===== src/rtl/quiz_round_ctrl.sv =====
// Round sequencer and buzzer arbiter for a 4-player quiz: arms buzzers, grants one player,
// times buzz/answer windows, emits one-cycle score/timeout/foul pulses and counts rounds.
module quiz_round_ctrl #(
   parameter int unsigned TICKS_PER_SEC = 100_000_000,
   parameter int unsigned BUZZ_SEC      = 10,
   parameter int unsigned ANSWER_SEC    = 20,
   parameter int unsigned MAX_ROUND     = 99
) (
   input  logic       clk,
   input  logic       resetButton,
   input  logic       game_en,
   input  logic       host,
   input  logic [3:0] people,
   input  logic       isRight,
   input  logic       isWrong,
   output logic [3:0] lock_people,
   output logic [1:0] isAdd,
   output logic       isOverTime,
   output logic       isFoul,
   output logic [3:0] foul_people,
   output logic [2:0] phase,
   output logic [7:0] countdown,
   output logic [7:0] roundNumber
);
   localparam int TW = (TICKS_PER_SEC > 1) ? $clog2(TICKS_PER_SEC) : 1;
   localparam logic [TW-1:0] TICK_MAX = TW'(TICKS_PER_SEC - 1);

   typedef enum logic [2:0] {
      IDLE    = 3'd0,
      ARMED   = 3'd1,
      ANSWER  = 3'd2,
      SCORE   = 3'd3,
      RELEASE = 3'd4
   } state_t;

   state_t        state, state_n;
   logic          host_q;
   logic [3:0]    people_q;
   logic [1:0]    rr_ptr, rr_n;
   logic [TW-1:0] tick, tick_n;
   logic [7:0]    cd_n, rnd_n, rnd_inc;
   logic [3:0]    lock_n, foulp_n, people_rise;
   logic [1:0]    add_n, win, idx;
   logic          ot_n, foul_n, found, host_rise, host_fall, wrap, expire;

   assign host_rise   = host & ~host_q;
   assign host_fall   = ~host & host_q;
   assign people_rise = people & ~people_q;
   assign wrap        = (tick == TICK_MAX);
   assign expire      = wrap && (countdown <= 8'd1);
   assign rnd_inc     = (roundNumber < 8'(MAX_ROUND)) ? roundNumber + 8'd1 : roundNumber;
   assign phase       = state;

   // Round-robin pick among currently pressed buzzers, starting at rr_ptr.
   always_comb begin
      win   = 2'd0;
      idx   = 2'd0;
      found = 1'b0;
      for (int k = 0; k < 4; k++) begin
         idx = rr_ptr + 2'(k);
         if (!found && people[idx]) begin
            found = 1'b1;
            win   = idx;
         end
      end
   end

   always_comb begin
      state_n = state;
      tick_n  = tick;
      cd_n    = countdown;
      lock_n  = lock_people;
      rnd_n   = roundNumber;
      rr_n    = rr_ptr;
      add_n   = 2'b00;
      ot_n    = 1'b0;
      foul_n  = 1'b0;
      foulp_n = 4'b0000;
      if (!game_en) begin
         state_n = IDLE;
         tick_n  = '0;
         cd_n    = 8'd0;
         lock_n  = 4'b0000;
      end else begin
         case (state)
            IDLE: begin
               lock_n = 4'b0000;
               cd_n   = 8'd0;
               tick_n = '0;
               if (host_rise) begin
                  state_n = ARMED;
                  cd_n    = 8'(BUZZ_SEC);
               end else if (!host && people_rise != 4'b0000) begin
                  foul_n  = 1'b1;
                  foulp_n = people_rise & (~people_rise + 4'd1);
               end
            end
            ARMED: begin
               if (host_fall) begin
                  state_n = IDLE;
                  cd_n    = 8'd0;
                  tick_n  = '0;
               end else if (found) begin
                  state_n = ANSWER;
                  lock_n  = 4'b0001 << win;
                  rr_n    = win + 2'd1;
                  cd_n    = 8'(ANSWER_SEC);
                  tick_n  = '0;
               end else if (expire) begin
                  state_n = RELEASE;
                  ot_n    = 1'b1;
                  rnd_n   = rnd_inc;
                  cd_n    = 8'd0;
                  tick_n  = '0;
               end else begin
                  tick_n = wrap ? '0 : tick + TW'(1);
                  if (wrap) cd_n = countdown - 8'd1;
               end
            end
            ANSWER: begin
               if (host_fall) begin
                  state_n = IDLE;
                  lock_n  = 4'b0000;
                  cd_n    = 8'd0;
                  tick_n  = '0;
               end else if (isRight ^ isWrong) begin
                  state_n = SCORE;
                  add_n   = isRight ? 2'b01 : 2'b10;
                  rnd_n   = rnd_inc;
                  cd_n    = 8'd0;
                  tick_n  = '0;
               end else if (expire) begin
                  // Answer timeout scores as a wrong answer.
                  state_n = SCORE;
                  ot_n    = 1'b1;
                  add_n   = 2'b10;
                  rnd_n   = rnd_inc;
                  cd_n    = 8'd0;
                  tick_n  = '0;
               end else begin
                  tick_n = wrap ? '0 : tick + TW'(1);
                  if (wrap) cd_n = countdown - 8'd1;
               end
            end
            SCORE: state_n = RELEASE;
            RELEASE: begin
               if (!host && people == 4'b0000 && !isRight && !isWrong) begin
                  state_n = IDLE;
                  lock_n  = 4'b0000;
               end
            end
            default: begin
               state_n = IDLE;
               lock_n  = 4'b0000;
               cd_n    = 8'd0;
               tick_n  = '0;
            end
         endcase
      end
   end

   always_ff @(posedge clk or posedge resetButton) begin
      if (resetButton) begin
         state       <= IDLE;
         host_q      <= 1'b0;
         people_q    <= 4'b0000;
         rr_ptr      <= 2'd0;
         tick        <= '0;
         countdown   <= 8'd0;
         lock_people <= 4'b0000;
         isAdd       <= 2'b00;
         isOverTime  <= 1'b0;
         isFoul      <= 1'b0;
         foul_people <= 4'b0000;
         roundNumber <= 8'd0;
      end else begin
         state       <= state_n;
         host_q      <= host;
         people_q    <= people;
         rr_ptr      <= rr_n;
         tick        <= tick_n;
         countdown   <= cd_n;
         lock_people <= lock_n;
         isAdd       <= add_n;
         isOverTime  <= ot_n;
         isFoul      <= foul_n;
         foul_people <= foulp_n;
         roundNumber <= rnd_n;
      end
   end
endmodule

===== config.mk =====
export PLATFORM = sky130hd
export DESIGN_NAME = quiz_round_ctrl
export DESIGN_NICKNAME = d
export VERILOG_FILES = /design/src/rtl/quiz_round_ctrl.sv
export SDC_FILE = /design/constraint.sdc
export NUM_CORES = 1
export LEC_CHECK = 0
export ABC_CLOCK_PERIOD_IN_PS = 2500
export BUFFER_PORTS_ARGS = -buffer_cell sky130_fd_sc_hd__buf_2
export CAP_MARGIN = 20
export CORE_ASPECT_RATIO = 1.2
export CORE_MARGIN = 4
export CORE_UTILIZATION = 53
export CTS_CLUSTER_DIAMETER = 60
export CTS_CLUSTER_SIZE = 16
export DETAILED_ROUTE_END_ITERATION = 10
export PLACE_DENSITY = 0.76
export SYNTH_ARGS = -nofsm -noshare
export SYNTH_HDL_FRONTEND = slang
export SYNTH_SLANG_ARGS = --single-unit

===== constraint.sdc =====
create_clock -name clk -period 2.5 [get_ports clk]
set_clock_uncertainty 0.1 [all_clocks]
set_input_delay 0.625 -clock clk [delete_from_list [all_inputs] [get_ports clk]]
set_output_delay 0.625 -clock clk [all_outputs]
set_load 0.02 [all_outputs]

==> results by group <==
Timing
  – RSZ-0062 raised after global routing: yes
  – Final setup viols: 0
  – Worst-margin pin slew: 0.399 ns
  – Crit path time final: 2.47 ns
  – Final hold violation count: 0
  – Max Freq: 0.405 GHz
  – Slew HR: 0.731
  – Max Slew Vio Count: 0
  – Fin crit share: 0.989

CTS
  – # Post-CTS Setup Buffers: 0
  – Post-CTS Resized: 0
  – Clk_lat worst skew: 0.34 ns
  – CTS buffer count: 9
  – H-tree lvl count: 3
  – Worst-path clk slew: 0.08 ns
  – Clock Path Buffers: 2
  – Clock root cell: clkbuf_8
  – CTS tree: done
  – CTS sink count: 65
  – CTS Hold Buffers Added: 0

Routing
  – Antenna-violating nets left: 0
  – TritonRoute pass-1 iters: 5
  – DRC Markers: 0
  – Via density: 5.94
  – WL final: 8.76 mm
  – Starting DRC count in detailed routing: 179
  – Via count: 3306
  – Wirelength per Cell: 15.7 µm

Critical path
  – Worst reg2reg path depth: 5
  – Reg2reg start: tick[25]
  – Worst EP required: 2.63 ns
  – CP max stage delay: 0.60 ns
  – Worst r2r dst: roundNumber[1]
  – Setup crit end kind: flop
  – Crit-path max FO: 7
  – FF-to-FF setup slack: 0.03 ns
  – Slowest CP cell: or4_4
  – Worst EP arrival: 2.60 ns
  – Cell Chain, Critical Path: nor4b_2, nand4_1, or4_4, a221oi_4, mux2_1
  – Crit. Startpoint: tick[25]
  – Critical path launch point type: flop
  – CP Class: reg2reg

Die
  – Rows: 32
  – Core area: 6450 µm²
  – Initial Utilization: 0.546
  – Die H: 97.3 µm
  – Chip width: 82.4 µm
  – I/O pin total: 41
  – Die area: 8010 µm²

Logic synthesis
  – Top cells by area, synth: dfrtp_1, o21ai_0, a21oi_1
  – Yosys warning count: 0
  – Synth top area share: 0.462
  – Post-synth top flop: dfrtp_1
  – Post-synth cell types: 54
  – Syn nets: 405
  – Netlist Area Pre-Place: 3520 µm²
  – Yosys reg bits: 65
  – Register area share after synthesis: 0.462
  – FFs w/ async S/R, synth: 1.00
  – Mean Syn Cell Area: 9.12 µm²
  – Post-synth EDFFs: 0
  – Yosys top cell by area: dfrtp_1
  – Post-Synthesis Cells: 386

Cells and area
  – # nets final: 486
  – Commonest non-fill, non-tap cells in the layout: dfrtp_1, o21ai_0, buf_4
  – Share of cells above drive strength 1: 0.244
  – Commonest non-fill, non-tap cell in the layout: dfrtp_1
  – Antenna diode count: 0
  – Area grow syn2layout: 26.0%
  – Fin cells: 557
  – Final Util: 0.688

Pwr
  – VDD IR-drop max: 560 µV
  – Pwr per Cell Area: 584 nW/µm²
  – LEAKAGE: 0.00203 µW

GRT
  – GR Util met3: 0.0492
  – Vias in the first global route: 3183
  – First-pass GRT wire length: 14.8 mm
  – Largest net degree at the start of global routing: 40
  – GRT Total Usage: 0.236
  – Met1 Use GR: 0.302
  – Initial antenna violation count: 0
  – Met2 Use GR: 0.390
  – Gr ovfl total: 0
  – GRT Max-Usage Layer: met2

Place
  – Detailed-placement wirelength estimate: 6.28 mm
  – Post-Place Cells: 541
  – Final GP Congestion: 0.887
  – IO Port Bufs: 40

Status
  – Outcome: finished, final reports clean

Min path
  – Worst hold-check path type: in2async

Run
  – Max-cap viol count: 0
power by group:
| part | internal [µW] | switching [µW] |
|---|---|---|
| combinational | 120 | 168 |
| sequential | 1080 | 29.6 |
| clock | 765 | 426 |
| total | 1970 | 624 |
worst max path at each step:
stage,end,cells past startpoint,slack [ns]
after floorplan,tick[6],7,0.02
after global placement,tick[13],8,-0.07
after detailed placement,lock_people[0],8,-0.13
after CTS,roundNumber[1],5,0.002
after global routing,roundNumber[3],6,-0.09
final,roundNumber[1],5,0.03
sequential cells by signal, summed over array words and instances (netlist names):
| name | flops |
|---|---|
| countdown | 8 |
| foul_people | 4 |
| host_q | 1 |
| isAdd | 2 |
| isFoul | 1 |
| isOverTime | 1 |
| lock_people | 4 |
| people_q | 4 |
| phase | 3 |
| roundNumber | 8 |
| rr_ptr | 2 |
| tick | 27 |
cells in the mapped netlist (all sizes together), types with 4 or more instances:
library cell and count:
dfrtp 65, nand3 24, and3 7, nand4 11, o21ai 47, nor2 14, or3 10, nand2b 10
or4 7, o211ai 6, a21oi 24, nor3 19, o31ai 6, ha 9, clkbuf 11, nor2b 6
nand2 30, buf 4, xnor2 5, inv 23
metal layers:
metal / part of all wire / routed length [µm]
met1: 0.42 / 3670
met2: 0.52 / 4540
met3: 0.043 / 377
met4: 0.020 / 175
met5: 0 / 0
through the flow:
stage | power, µW | setup slack (ns) | area [µm²] | setup TNS, ns | hold WS [ns]
after floorplan | 1300 | 0.0225 | 3520 | 0 | 0.366
after global placement | 1400 | -0.0733 | 4140 | -0.737 | 0.297
after detailed placement | 1410 | -0.129 | 4140 | -1.37 | 0.304
after CTS | 2600 | 0.00215 | 4410 | 0 | 0.150
after global routing | 2700 | -0.0880 | 4430 | -0.223 | 0.160
final | 2590 | 0.0278 | 4430 | 0 | 0.143
worst max-delay path: cells and delay by family, from the launching register on:
| family | cells | cell delay, ns |
|---|---|---|
| flip-flops | 1 | 0.41 |
| multiplexers | 1 | 0.36 |
| AO/OA/AOI/OAI | 1 | 0.38 |
| AND/OR/NAND/NOR | 3 | 1.11 |
kinds of logic after synthesis:
logic type | Yosys count | share of synthesized area
adder cells (fa/ha/maj) | 9 | 0.0320
AND/OR/NAND/NOR | 157 | 0.250
XOR/XNOR | 7 | 0.0174
multiplexers | 5 | 0.0153
AO/OA/AOI/OAI | 105 | 0.182
buffers and inverters | 38 | 0.0419
flip-flops | 65 | 0.462
area by class of cell:
type / instances / area, µm²
sequential: 65 / 1630
timing repair buffer: 85 / 579
fill: 511 / 2010
inverter: 23 / 86.3
multi-input combinational: 283 / 1770
tap: 85 / 106
clock inverter: 7 / 143
clock buffer: 9 / 124
No activity file was read; power rests on OpenSTA's default activity.
